<file path="src/rtl/cy_ctrl_pkg.sv">
// Shared constants, types and parameter legality check for the
// extended control register family.
package cy_ctrl_pkg;

    localparam int CY_CTRL_MAX_WIDTH = 32;
    localparam int CY_CTRL_MAX_PULSE = 16;

    // Five bits hold PULSE_LEN up to CY_CTRL_MAX_PULSE.
    typedef logic [4:0] pulse_cnt_t;

    function automatic bit cy_ctrl_params_ok(input int width, input int pulse_len, input int staged);
        return (width >= 1) && (width <= CY_CTRL_MAX_WIDTH) &&
               (pulse_len >= 1) && (pulse_len <= CY_CTRL_MAX_PULSE) &&
               ((staged == 0) || (staged == 1));
    endfunction

endpackage

</file>
<file path="src/rtl/cy_ctrl_pulse_gen.sv">
// Shared pulse engine: one down-counter plus the set of bits currently
// being strobed. A launch ORs new bits in and restarts the count.
module cy_ctrl_pulse_gen
    import cy_ctrl_pkg::*;
#(
    parameter int WIDTH     = 8,
    parameter int PULSE_LEN = 1
) (
    input  logic             i_clock,
    input  logic             i_reset_n,
    input  logic             i_launch,
    input  logic [WIDTH-1:0] i_launch_mask,
    output logic [WIDTH-1:0] o_pulse,
    output logic             o_busy
);

    localparam pulse_cnt_t LEN = pulse_cnt_t'(PULSE_LEN);

    pulse_cnt_t       r_count;
    logic [WIDTH-1:0] r_active;

    // r_active is cleared on the same edge the count reaches zero, so it
    // can drive the fabric directly without gating against the counter.
    always_ff @(posedge i_clock or negedge i_reset_n) begin
        if (!i_reset_n) begin
            r_count  <= '0;
            r_active <= '0;
        end else if (i_launch) begin
            r_count  <= LEN;
            r_active <= r_active | i_launch_mask;
        end else if (r_count != '0) begin
            r_count <= r_count - 5'd1;
            if (r_count == 5'd1) begin
                r_active <= '0;
            end
        end
    end

    assign o_pulse = r_active;
    assign o_busy  = (r_count != '0);

endmodule

</file>
<file path="src/rtl/cy_control_reg_ext.sv">
// CPU-writable control register with level/pulse bits, optional staged
// commit and a registered one-cycle ack with readback.
module cy_control_reg_ext
    import cy_ctrl_pkg::*;
#(
    parameter int               WIDTH      = 8,
    parameter logic [WIDTH-1:0] PULSE_MASK = '0,
    parameter int               PULSE_LEN  = 1,
    parameter int               STAGED     = 0,
    parameter logic [WIDTH-1:0] RESET_VAL  = '0
) (
    input  logic             clock,
    input  logic             reset_n,
    input  logic             bus_wr,
    input  logic [WIDTH-1:0] bus_wdata,
    input  logic             bus_rd,
    output logic [WIDTH-1:0] bus_rdata,
    output logic             bus_ack,
    input  logic             commit,
    output logic [WIDTH-1:0] control,
    output logic             pending,
    output logic             pulse_active
);

    localparam logic [WIDTH-1:0] LEVEL_MASK  = ~PULSE_MASK;
    localparam logic [WIDTH-1:0] LEVEL_RESET = RESET_VAL & LEVEL_MASK;

    if (!cy_ctrl_params_ok(WIDTH, PULSE_LEN, STAGED)) begin : g_bad_params
        $error("cy_control_reg_ext: illegal WIDTH/PULSE_LEN/STAGED");
    end

    logic [WIDTH-1:0] r_level;
    logic [WIDTH-1:0] r_stage;
    logic             r_pending;
    logic             r_ack;
    logic [WIDTH-1:0] r_rdata;

    logic             w_commit;
    logic             w_launch;
    logic [WIDTH-1:0] w_launch_mask;
    logic [WIDTH-1:0] w_readback;
    logic [WIDTH-1:0] w_pulse;
    logic             w_busy;

    always_comb begin
        w_commit      = (STAGED != 0) && commit;
        w_launch_mask = bus_wdata & PULSE_MASK;
        w_launch      = bus_wr && (|w_launch_mask);
        w_readback    = r_level;
        if (STAGED != 0) begin
            w_launch_mask = r_stage & PULSE_MASK;
            w_launch      = w_commit && (|w_launch_mask);
            w_readback    = r_stage;
        end
    end

    // On a write/commit collision the commit consumes the old staging
    // contents while the new write lands in staging and stays pending.
    always_ff @(posedge clock or negedge reset_n) begin
        if (!reset_n) begin
            r_level   <= LEVEL_RESET;
            r_stage   <= LEVEL_RESET;
            r_pending <= 1'b0;
            r_ack     <= 1'b0;
            r_rdata   <= '0;
        end else begin
            r_ack <= bus_wr | bus_rd;
            if (bus_wr | bus_rd) begin
                r_rdata <= w_readback;
            end
            if (STAGED != 0) begin
                if (w_commit) begin
                    r_level <= r_stage & LEVEL_MASK;
                end
                if (bus_wr) begin
                    r_stage   <= bus_wdata;
                    r_pending <= 1'b1;
                end else if (w_commit) begin
                    r_stage   <= r_stage & LEVEL_MASK;
                    r_pending <= 1'b0;
                end
            end else if (bus_wr) begin
                r_level <= bus_wdata & LEVEL_MASK;
            end
        end
    end

    if (PULSE_MASK != '0) begin : g_pulse
        cy_ctrl_pulse_gen #(
            .WIDTH    (WIDTH),
            .PULSE_LEN(PULSE_LEN)
        ) u_pulse_gen (
            .i_clock      (clock),
            .i_reset_n    (reset_n),
            .i_launch     (w_launch),
            .i_launch_mask(w_launch_mask),
            .o_pulse      (w_pulse),
            .o_busy       (w_busy)
        );
    end else begin : g_no_pulse
        logic w_unused_launch;
        assign w_unused_launch = w_launch ^ (|w_launch_mask);
        assign w_pulse         = '0;
        assign w_busy          = 1'b0;
    end

    assign control      = r_level | w_pulse;
    assign bus_rdata    = r_rdata;
    assign bus_ack      = r_ack;
    assign pending      = r_pending;
    assign pulse_active = w_busy;

endmodule

</file>
<file path="config.mk">
export PLATFORM = sky130hd
export DESIGN_NAME = cy_control_reg_ext
export DESIGN_NICKNAME = d
export VERILOG_FILES = /design/src/rtl/cy_ctrl_pkg.sv /design/src/rtl/cy_ctrl_pulse_gen.sv /design/src/rtl/cy_control_reg_ext.sv
export SDC_FILE = /design/constraint.sdc
export NUM_CORES = 1
export LEC_CHECK = 0
export BUFFER_PORTS_ARGS = -buffer_cell sky130_fd_sc_hd__buf_2
export CORE_MARGIN = 2
export CORE_UTILIZATION = 46
export CTS_BUF_LIST = sky130_fd_sc_hd__clkbuf_16
export CTS_CLUSTER_DIAMETER = 50
export DETAILED_ROUTE_END_ITERATION = 12
export GPL_TIMING_DRIVEN = 0
export PLACE_DENSITY = 0.91
export SLEW_MARGIN = 20
export SYNTH_ARGS = -nofsm -noshare
export SYNTH_HDL_FRONTEND = slang
export SYNTH_HIERARCHICAL = 1
export SYNTH_SLANG_ARGS = --single-unit
export TNS_END_PERCENT = 1
</file>
<file path="constraint.sdc">
create_clock -name clock -period 1.5 [get_ports clock]
set_input_delay 0.3 -clock clock [delete_from_list [all_inputs] [get_ports clock]]
set_output_delay 0.3 -clock clock [all_outputs]
set_load 0.01 [all_outputs]
</file>
==> impl_metrics.ini, run 1 <==
[status]
outcome = finished clean

[finish]
fin_nets = 86
seq_area_um2 = 425.4
final_standard_cell_area_without_fillers_um2 = 907.1
multi_input_area_um2 = 207.7
filler_cell_count = 96
areaGrowthSynthToFinish_pct = 37.57
layout-drive-gt1-share = 0.7083
diodes = 0

[detailed_routing]
routed_via_density = 4.943
drt_iter0_drc = 1
antenna_left = 0
detail_route.drc_violations = 0
wl_mm = 1.137
routedWlPerCell_um = 13.07
num_vias = 430
drt_pre_antenna_iters = 2

[die]
io_pins = 32
fp.dieArea_um2 = 1752
core_area_um2 = 1318
die-height_um = 41.86
floorplan.die.width_um = 41.86
fp-row-count = 13
starting_density_of_the_core = 0.5005

[yosys]
ys.warnings.count = 8
synth_enable_flop_cells = 0
yosysMostFrequentCell = dfrtp_1
synth.ff_latch_count = 17
synth_area_per_cell_um2 = 16.91
synth.area.top_cells = dfrtp_1 (65%), mux2_2 (27%), nor2_8 (3.0%), buf_4 (2.3%), buf_6 (1.7%)
synthesis.instances = 39
synth.distinct_cells = 7
synth.yosys.seq_area_share = 0.6452
area_share_of_the_largest_cell_type_after_synthesis = 0.6452
synth.largest_area_cell = dfrtp_1
synthTopCellsByCount = dfrtp_1 (17), mux2_2 (16), buf_4 (2)
syn_std_cell_area_um2 = 659.4
synth_top_flop_cell = dfrtp_1
async_reset_ff_frac = 1.000

[worst_setup_path]
cp_slowest_cell = dfrtp_1
critical_path_arrival_ns = 0.79
worst-r2r-cell-count = 1
critical_path.top_delay_family = flip-flops
timing.critical_path.cells = buf_2
criticalPathCategory = flip-flop to output pin
crit_path_max_fanout = 3
worstSetupEndpointType = output pin
critical_path.startpoint_type = flip-flop
rrSetupSlack_ns = 0.72
max_stage_delay_ns = 0.39
critPathBufInv = 1
critPathRequiredTime_ns = 1.20
cp.depth = 1

[clock_tree]
cts-root-to-sink-buffers = 2
cts-buffers-inserted = 3
tritoncts = yes
cts.sinks = 17
worst_setup_hold_path_clk_slew_ns = 0.05
cts-resized-gates = 0
h-tree-depth = 1
clk-insertion-delay-late_ns = 0.24
cts.root.buffer_cell = clkbuf_16

[worst_hold_path]
worstHoldPathType = primary input to flip-flop
min_delay_path_depth = 2

[sta]
final-setup-viol-count = 0
grt_setup_unrepaired = false
slew_violations = 0
timing.final.hold_violations = 0
fin_tns_setup_ns = 0
finalWorstPathRequiredPeriod_ns = 1.085
clock-skew-final_ns = 0.001310
layout_worst_path_cycle_share = 0.7235
fmax_ghz = 0.9214

[placement]
dpl-instance-area_um2 = 817.0
portBuffers = 27
gpl.final_weighted_congestion = 0.6148

[global_route]
first_global_vias = 465
grt_start_max_net_pins = 18
grt_first_pass_wirelength_mm = 1.938
number_of_antenna_violations_at_the_first_check_in_global_routing = 0
globalRouteTotalUtil = 0.1483
global_route.overflow_total = 0

[power_and_ir_drop]
p_total_mw = 1.244
power_leakage_nw = 0.4482
max-vdd-ir-drop_uv = 679.0
cellPowerDensity_nw_per_um2 = 1371

[flow_run]
maxCapViolCount = 0
metal layers:
metal  vias up  global-route usage  wire, um
met5         -                   0         0
met4         0             0.05806         0
met3         0             0.03913        79
met2        19              0.2563       570
met1       215              0.1738       487
li1        196                   -         -
metrics by stage:
step | worst slack [ns] | hold WS [ns] | instances | utilization
global route | 0.3939 | 0.2890 | 87 | 0.6885
floorplan | 0.4807 | 0.004409 | 40 | -
global placement | 0.4044 | 0.2328 | 82 | 0.6201
CTS | 0.4091 | 0.2853 | 87 | 0.6885
finish | 0.4147 | 0.2861 | 87 | 0.6885
detailed placement | 0.3906 | 0.2347 | 82 | 0.6201
flip-flops by register name, indices dropped and copies added (netlist names):
signal and count:
bus_rdata 8, control 8, bus_ack 1
layout by cell type (no fill, tap or decap):
master | netlist | routed
dfrtp_1 | 17 | 17
nor2_8 | 1 | 1
clkbuf_16 | 0 | 3
mux2_2 | 16 | 16
buf_6 | 1 | 1
buf_2 | 0 | 27
conb_1 | 1 | 2
inv_1 | 1 | 1
buf_4 | 2 | 2
dlygate4sd3_1 | 0 | 1
clkinv_2 | 0 | 1
where the power goes:
group          internal (mW)  total (mW)  switching [mW]
logic                 0.0962       0.180          0.0837
registers              0.511       0.540          0.0288
clock network          0.356       0.524           0.167
kinds of logic (layout without fill, tap and decap cells):
kind of cell           Yosys count  after routing  share of synthesized area
muxes                           16             16                     0.2732
DFF                             17             17                     0.6452
buffers and inverters            4             36                    0.04553
and+or+nand+nor                  1              1                    0.03036
other                            1              2                   0.005687
area by class of cell:
class	instances	area share
multi-input combinational	19	0.2290
inverter	1	0.004138
timing repair buffer	28	0.1600
sequential	17	0.4690
buffer	3	0.02897
clock buffer	3	0.08276
tap	15	0.02069
clock inverter	1	0.005517
path summary, 6_finish.rpt:
kind,start,endpoint
max in group asynchronous,reset_n,bus_rdata[2]
worst max register to register,control[3],bus_rdata[3]
min in group asynchronous,reset_n,control[3]
worst min-delay path,bus_wdata[0],control[0]
worst max-delay path,control[0],control[0]
worst min register to register,bus_rdata[5],bus_rdata[5]
timing repair:
action	in CTS	in global routing
setup buffers	0	0
hold buffers	1	0
setup endpoints to repair	0	0
endpoints found under the hold margin	17	0
Note: power is estimated with default switching activity, not from simulation.
==> run 2: changes to the inputs <==
--- a/config.mk
+++ b/config.mk
@@ -6,13 +6,14 @@
 export NUM_CORES = 1
 export LEC_CHECK = 0
 export BUFFER_PORTS_ARGS = -buffer_cell sky130_fd_sc_hd__buf_2
+export CORE_ASPECT_RATIO = 0.8
 export CORE_MARGIN = 2
-export CORE_UTILIZATION = 46
+export CORE_UTILIZATION = 39
 export CTS_BUF_LIST = sky130_fd_sc_hd__clkbuf_16
 export CTS_CLUSTER_DIAMETER = 50
 export DETAILED_ROUTE_END_ITERATION = 12
 export GPL_TIMING_DRIVEN = 0
-export PLACE_DENSITY = 0.91
+export PLACE_DENSITY = 0.83
 export SLEW_MARGIN = 20
 export SYNTH_ARGS = -nofsm -noshare
 export SYNTH_HDL_FRONTEND = slang
==> constraint.sdc (replaced) <==
create_clock -name clock -period 0.9 [get_ports clock]
set_input_delay 0.18 -clock clock [delete_from_list [all_inputs] [get_ports clock]]
set_output_delay 0.18 -clock clock [all_outputs]
set_load 0.01 [all_outputs]
==> run 2 against run 1 <==
Effect of this change:
- the flow now finishes with violations (negative setup slack)
- critical path depth stayed put
- die area is 16% higher
- clock power is 62% higher
- via count is 3.3% higher
- clock-buffer cell count stayed put
- cell count is 17% higher
- total power is 69% higher
==> impl_metrics.ini, run 2 (same netlist as run 1, synthesis figures left out) <==
[detailed_routing]
routedWlPerCell_um = 11.42
num_vias = 444
detail_route.drc_violations = 0
wl_mm = 1.165
drt_iter0_drc = 1
maxUsedRoutingLayer = met3
routed_via_density = 4.353
antenna_left = 0
wl_met2_um = 541
wl_met1_um = 502
detailroute.wirelength.met3_um = 121
drt_pre_antenna_iters = 2

[clock_tree]
h-tree-depth = 1
cts-root-to-sink-buffers = 2
clk-insertion-delay-late_ns = 0.24
worst_setup_hold_path_clk_slew_ns = 0.05
cts-buffers-inserted = 3
cts.root.buffer_cell = clkbuf_16
tritoncts = yes
cts.sinks = 17

[sta]
fmax_ghz = 1.067
clock-skew-final_ns = 0.0007215
fin_tns_setup_ns = -0.4713
timing.final.hold_violations = 0
final-setup-viol-count = 16
postLayoutSetupSlackWorst_ns = -0.03691
finalWorstPathRequiredPeriod_ns = 0.9369
grt_setup_unrepaired = true
layout_worst_path_cycle_share = 1.041
slew_violations = 0

[worst_setup_path]
timing.critical_path.cells = buf_2
critPathBufInv = 1
worstSetupEndpointType = output pin
criticalPathCategory = flip-flop to output pin
cp_slowest_cell = dfrtp_1
crit_path_max_fanout = 2
critical_path_arrival_ns = 0.76
critPathRequiredTime_ns = 0.72
critical_path.top_delay_family = flip-flops
critical_path.startpoint_type = flip-flop
max_stage_delay_ns = 0.37

[worst_hold_path]
worstHoldPathType = primary input to flip-flop

[finish]
final_util = 0.6092
layout.cells.most_common_list = buf_2 (26), dfrtp_1 (17), mux2_2 (16), buf_4 (10), clkbuf_16 (3)
layout_commonest_cell = buf_2
fin_nets = 94
diodes = 0
layout-drive-gt1-share = 0.7250
filler_cell_count = 130
finalNonFillerCells = 102
areaGrowthSynthToFinish_pct = 48.77

[die]
floorplan.die.width_um = 49.97
fp.dieArea_um2 = 2038
fp-row-count = 13
core_area_um2 = 1610
starting_density_of_the_core = 0.4095
die-height_um = 40.78
io_pins = 32

[global_route]
grt_start_max_net_pins = 18
globalRouteTotalUtil = 0.1310
number_of_antenna_violations_at_the_first_check_in_global_routing = 0
global_route.overflow_total = 0
first_global_vias = 407
grt_first_pass_wirelength_mm = 1.794

[placement]
gpl.final_weighted_congestion = 0.6407
portBuffers = 27
dp_worst_setup_slack_ns = -0.09327
dpl.hpwl_um = 819.8
dp_cells = 89

[status]
outcome = finished with violations
failed_checks = negative setup slack

[power_and_ir_drop]
power_leakage_nw = 0.4902
cellPowerDensity_nw_per_um2 = 2149
max-vdd-ir-drop_uv = 2059

[flow_run]
maxCapViolCount = 0
run 2: cell types whose count changed in the layout (fill, tap and decap cells not counted):
| cell | previous run | this run |
|---|---|---|
| buf_4 | 2 | 10 |
| clkinv_2 | 1 | 0 |
| buf_6 | 1 | 2 |
| inv_1 | 1 | 2 |
| buf_2 | 27 | 26 |
run 2: layer usage:
layer	track usage	vias up
met1	0.1492	213
met2	0.2300	23
met5	0	-
met4	0.02083	0
li1	-	208
met3	0.06934	0
run 2: final cells by class:
| type | instances | area [um^2] | share of cell area |
|---|---|---|---|
| repair buffers | 36 | 211.5 | 0.2156 |
| flip-flops and latches | 17 | 425.4 | 0.4337 |
| plain buffers | 3 | 26.28 | 0.02679 |
| clock inverters | 1 | 3.754 | 0.003827 |
| clock buffers | 3 | 75.07 | 0.07653 |
| well taps | 22 | 27.53 | 0.02806 |
| multi-input cells | 19 | 207.7 | 0.2117 |
| inverters | 1 | 3.754 | 0.003827 |
run 2: final timing paths:
kind | startpoint | end | slack (ns) | cells past startpoint
min in group asynchronous | reset_n | control[3] | 0.39 | 2
setup / recovery | control[6] | control[6] | -0.04 | 1
hold reg to reg | bus_rdata[0] | bus_rdata[0] | 0.50 | 1
max in group asynchronous | reset_n | bus_rdata[4] | 0.25 | 2
hold / removal | bus_wdata[4] | control[4] | 0.17 | 2
setup reg to reg | control[6] | control[6] | 0.01 | 2
run 2: per-stage QoR:
stage	cell area [um^2]	power, mW	hold WS (ns)
finish	980.9	2.108	0.1668
global route	980.9	2.217	0.1680
CTS	974.7	2.123	0.1679
detailed placement	825.8	1.213	0.1116
global placement	825.8	1.199	0.1146
floorplan	663.1	1.068	-0.1156
run 2: report_power, final:
part	internal, mW	switching (mW)
combinational	0.209	0.156
sequential	0.853	0.0399
clock	0.588	0.262
run 2: timing repair:
action                                  4_1_cts  5_1_grt
hold buffers                                  1        0
endpoints found under the setup margin       17       24
gates resized for setup                       0        1
endpoints found under the hold margin        17        0
buffers inserted                              8        0
==> run 3: changes to the inputs <==
--- a/config.mk
+++ b/config.mk
@@ -5,7 +5,7 @@
 export SDC_FILE = /design/constraint.sdc
 export NUM_CORES = 1
 export LEC_CHECK = 0
-export BUFFER_PORTS_ARGS = -buffer_cell sky130_fd_sc_hd__buf_2
+export BUFFER_PORTS_ARGS = -buffer_cell sky130_fd_sc_hd__clkbuf_2
 export CORE_ASPECT_RATIO = 0.8
 export CORE_MARGIN = 2
 export CORE_UTILIZATION = 39
==> run 3 against run 2 <==
Effect of this change:
- the flow still finishes with violations (negative setup slack)
- via count fell by 3.6%
- cell count fell by 7.8%
- die area did not move
- core utilization fell by 4.1 points
- global-route usage rose by 0.085 points
- register-to-register slack improved by 0.11 ns
- flip-flop and latch count did not move
- cell area fell by 6.8%
- critical endpoint unchanged
- largest power group unchanged
==> impl_metrics.ini, run 3 (same netlist as run 1, synthesis figures left out) <==
[die]
fp.dieArea_um2 = 2038
floorplan.die.width_um = 49.97
die-height_um = 40.78
fp-row-count = 13
starting_density_of_the_core = 0.4095
io_pins = 32
core_area_um2 = 1610

[clock_tree]
cts-root-to-sink-buffers = 2
worst_setup_hold_path_clk_slew_ns = 0.05
h-tree-depth = 1
cts.sinks = 17
tritoncts = yes
cts-buffers-inserted = 3
clk-insertion-delay-late_ns = 0.24
cts.root.buffer_cell = clkbuf_16
post_cts.repair.setup_buffers = 0

[detailed_routing]
drt_iter0_drc = 1
detail_route.drc_violations = 0
drt_pre_antenna_iters = 2
routedWlPerCell_um = 11.61
wl_mm = 1.091
num_vias = 428
antenna_left = 0
routed_via_density = 4.553

[power_and_ir_drop]
power_leakage_nw = 0.4558
p_total_mw = 2.040
cellPowerDensity_nw_per_um2 = 2230
max-vdd-ir-drop_uv = 2286

[placement]
portBuffers = 27
dpl-instance-area_um2 = 825.8
dp_cells = 89
gpl.final_weighted_congestion = 0.6391

[global_route]
grt_start_max_net_pins = 18
number_of_antenna_violations_at_the_first_check_in_global_routing = 0
global_route.overflow_total = 0
first_global_vias = 427
grt_first_pass_wirelength_mm = 1.828
globalRouteTotalUtil = 0.1319

[finish]
layout_commonest_cell = clkbuf_2
final_util = 0.5680
fin_nets = 86
diodes = 0
areaGrowthSynthToFinish_pct = 38.71
layout.cells.most_common_list = clkbuf_2 (27), dfrtp_1 (17), mux2_2 (16), clkbuf_16 (3)
finalNonFillerCells = 94
layout-drive-gt1-share = 0.6944
final_standard_cell_area_without_fillers_um2 = 914.6

[sta]
clock-skew-final_ns = 0.002062
timing.final.hold_violations = 0
final-setup-viol-count = 16
hold_ws_ns = 0.1695
postLayoutSetupSlackWorst_ns = -0.04858
slew_violations = 0
grt_setup_unrepaired = true
finalWorstPathRequiredPeriod_ns = 0.9486
layout_worst_path_cycle_share = 1.054
fmax_ghz = 1.054

[worst_setup_path]
criticalPathCategory = flip-flop to output pin
cp_slowest_cell = dfrtp_1
worstSetupEndpointType = output pin
timing.critical_path.cells = clkbuf_2
critical_path.top_delay_family = flip-flops
critical_path_arrival_ns = 0.77
max_stage_delay_ns = 0.39
crit_path_max_fanout = 3
critPathRequiredTime_ns = 0.72
critical_path.startpoint_type = flip-flop
critPathBufInv = 1

[status]
failed_checks = negative setup slack
outcome = finished with violations

[worst_hold_path]
worstHoldPathType = primary input to flip-flop

[flow_run]
maxCapViolCount = 0
run 3: changes by cell type in the layout (fill, tap and decap cells not counted):
cell | previous run | this run
buf_4 | 10 | 2
clkbuf_2 | 0 | 27
buf_2 | 26 | 0
buf_6 | 2 | 1
run 3: stage by stage:
step	TNS [ns]	setup WS, ns
after global placement	-0.6413	-0.08124
after floorplan	0	0.0007089
after CTS	-0.5886	-0.05537
after detailed placement	-0.6735	-0.09285
after global routing	-1.009	-0.08459
final	-0.4314	-0.04858
run 3: final timing paths:
kind,start,to,slack (ns),cells after the start
max in group asynchronous,reset_n,bus_ack,0.20,2
min in group asynchronous,reset_n,control[5],0.41,2
max,control[6],control[6],-0.05,1
min,bus_wdata[3],control[3],0.17,2
max reg2reg,control[6],control[6],0.12,1
min reg2reg,bus_rdata[1],bus_rdata[1],0.50,1
run 3: what timing repair did:
action	CTS	global route
gates cloned	0	0
gates resized for setup	0	0
hold buffers	1	0
endpoints found under the hold margin	17	0
endpoints found under the setup margin	16	17
run 3: report_power, final:
part           switching (mW)  internal (mW)  total (mW)
clock network           0.253          0.587       0.840
registers              0.0491          0.853       0.902
logic                   0.138          0.159       0.297
run 3: area by class of cell:
type / count / area (um^2)
plain buffers: 3 / 26.28
well taps: 22 / 27.53
inverters: 1 / 3.754
fillers: 144 / 695.7
multi-input cells: 19 / 207.7
clock buffers: 3 / 75.07
flip-flops and latches: 17 / 425.4
repair buffers: 28 / 145.1
clock inverters: 1 / 3.754
run 3: layer usage:
layer,share of wire,track usage,up-vias
li1,-,-,197
met1,0.43,0.1422,210
met2,0.50,0.2367,19
met3,0.061,0.06569,2
met4,0.0037,0.04167,0
met5,0,0,-
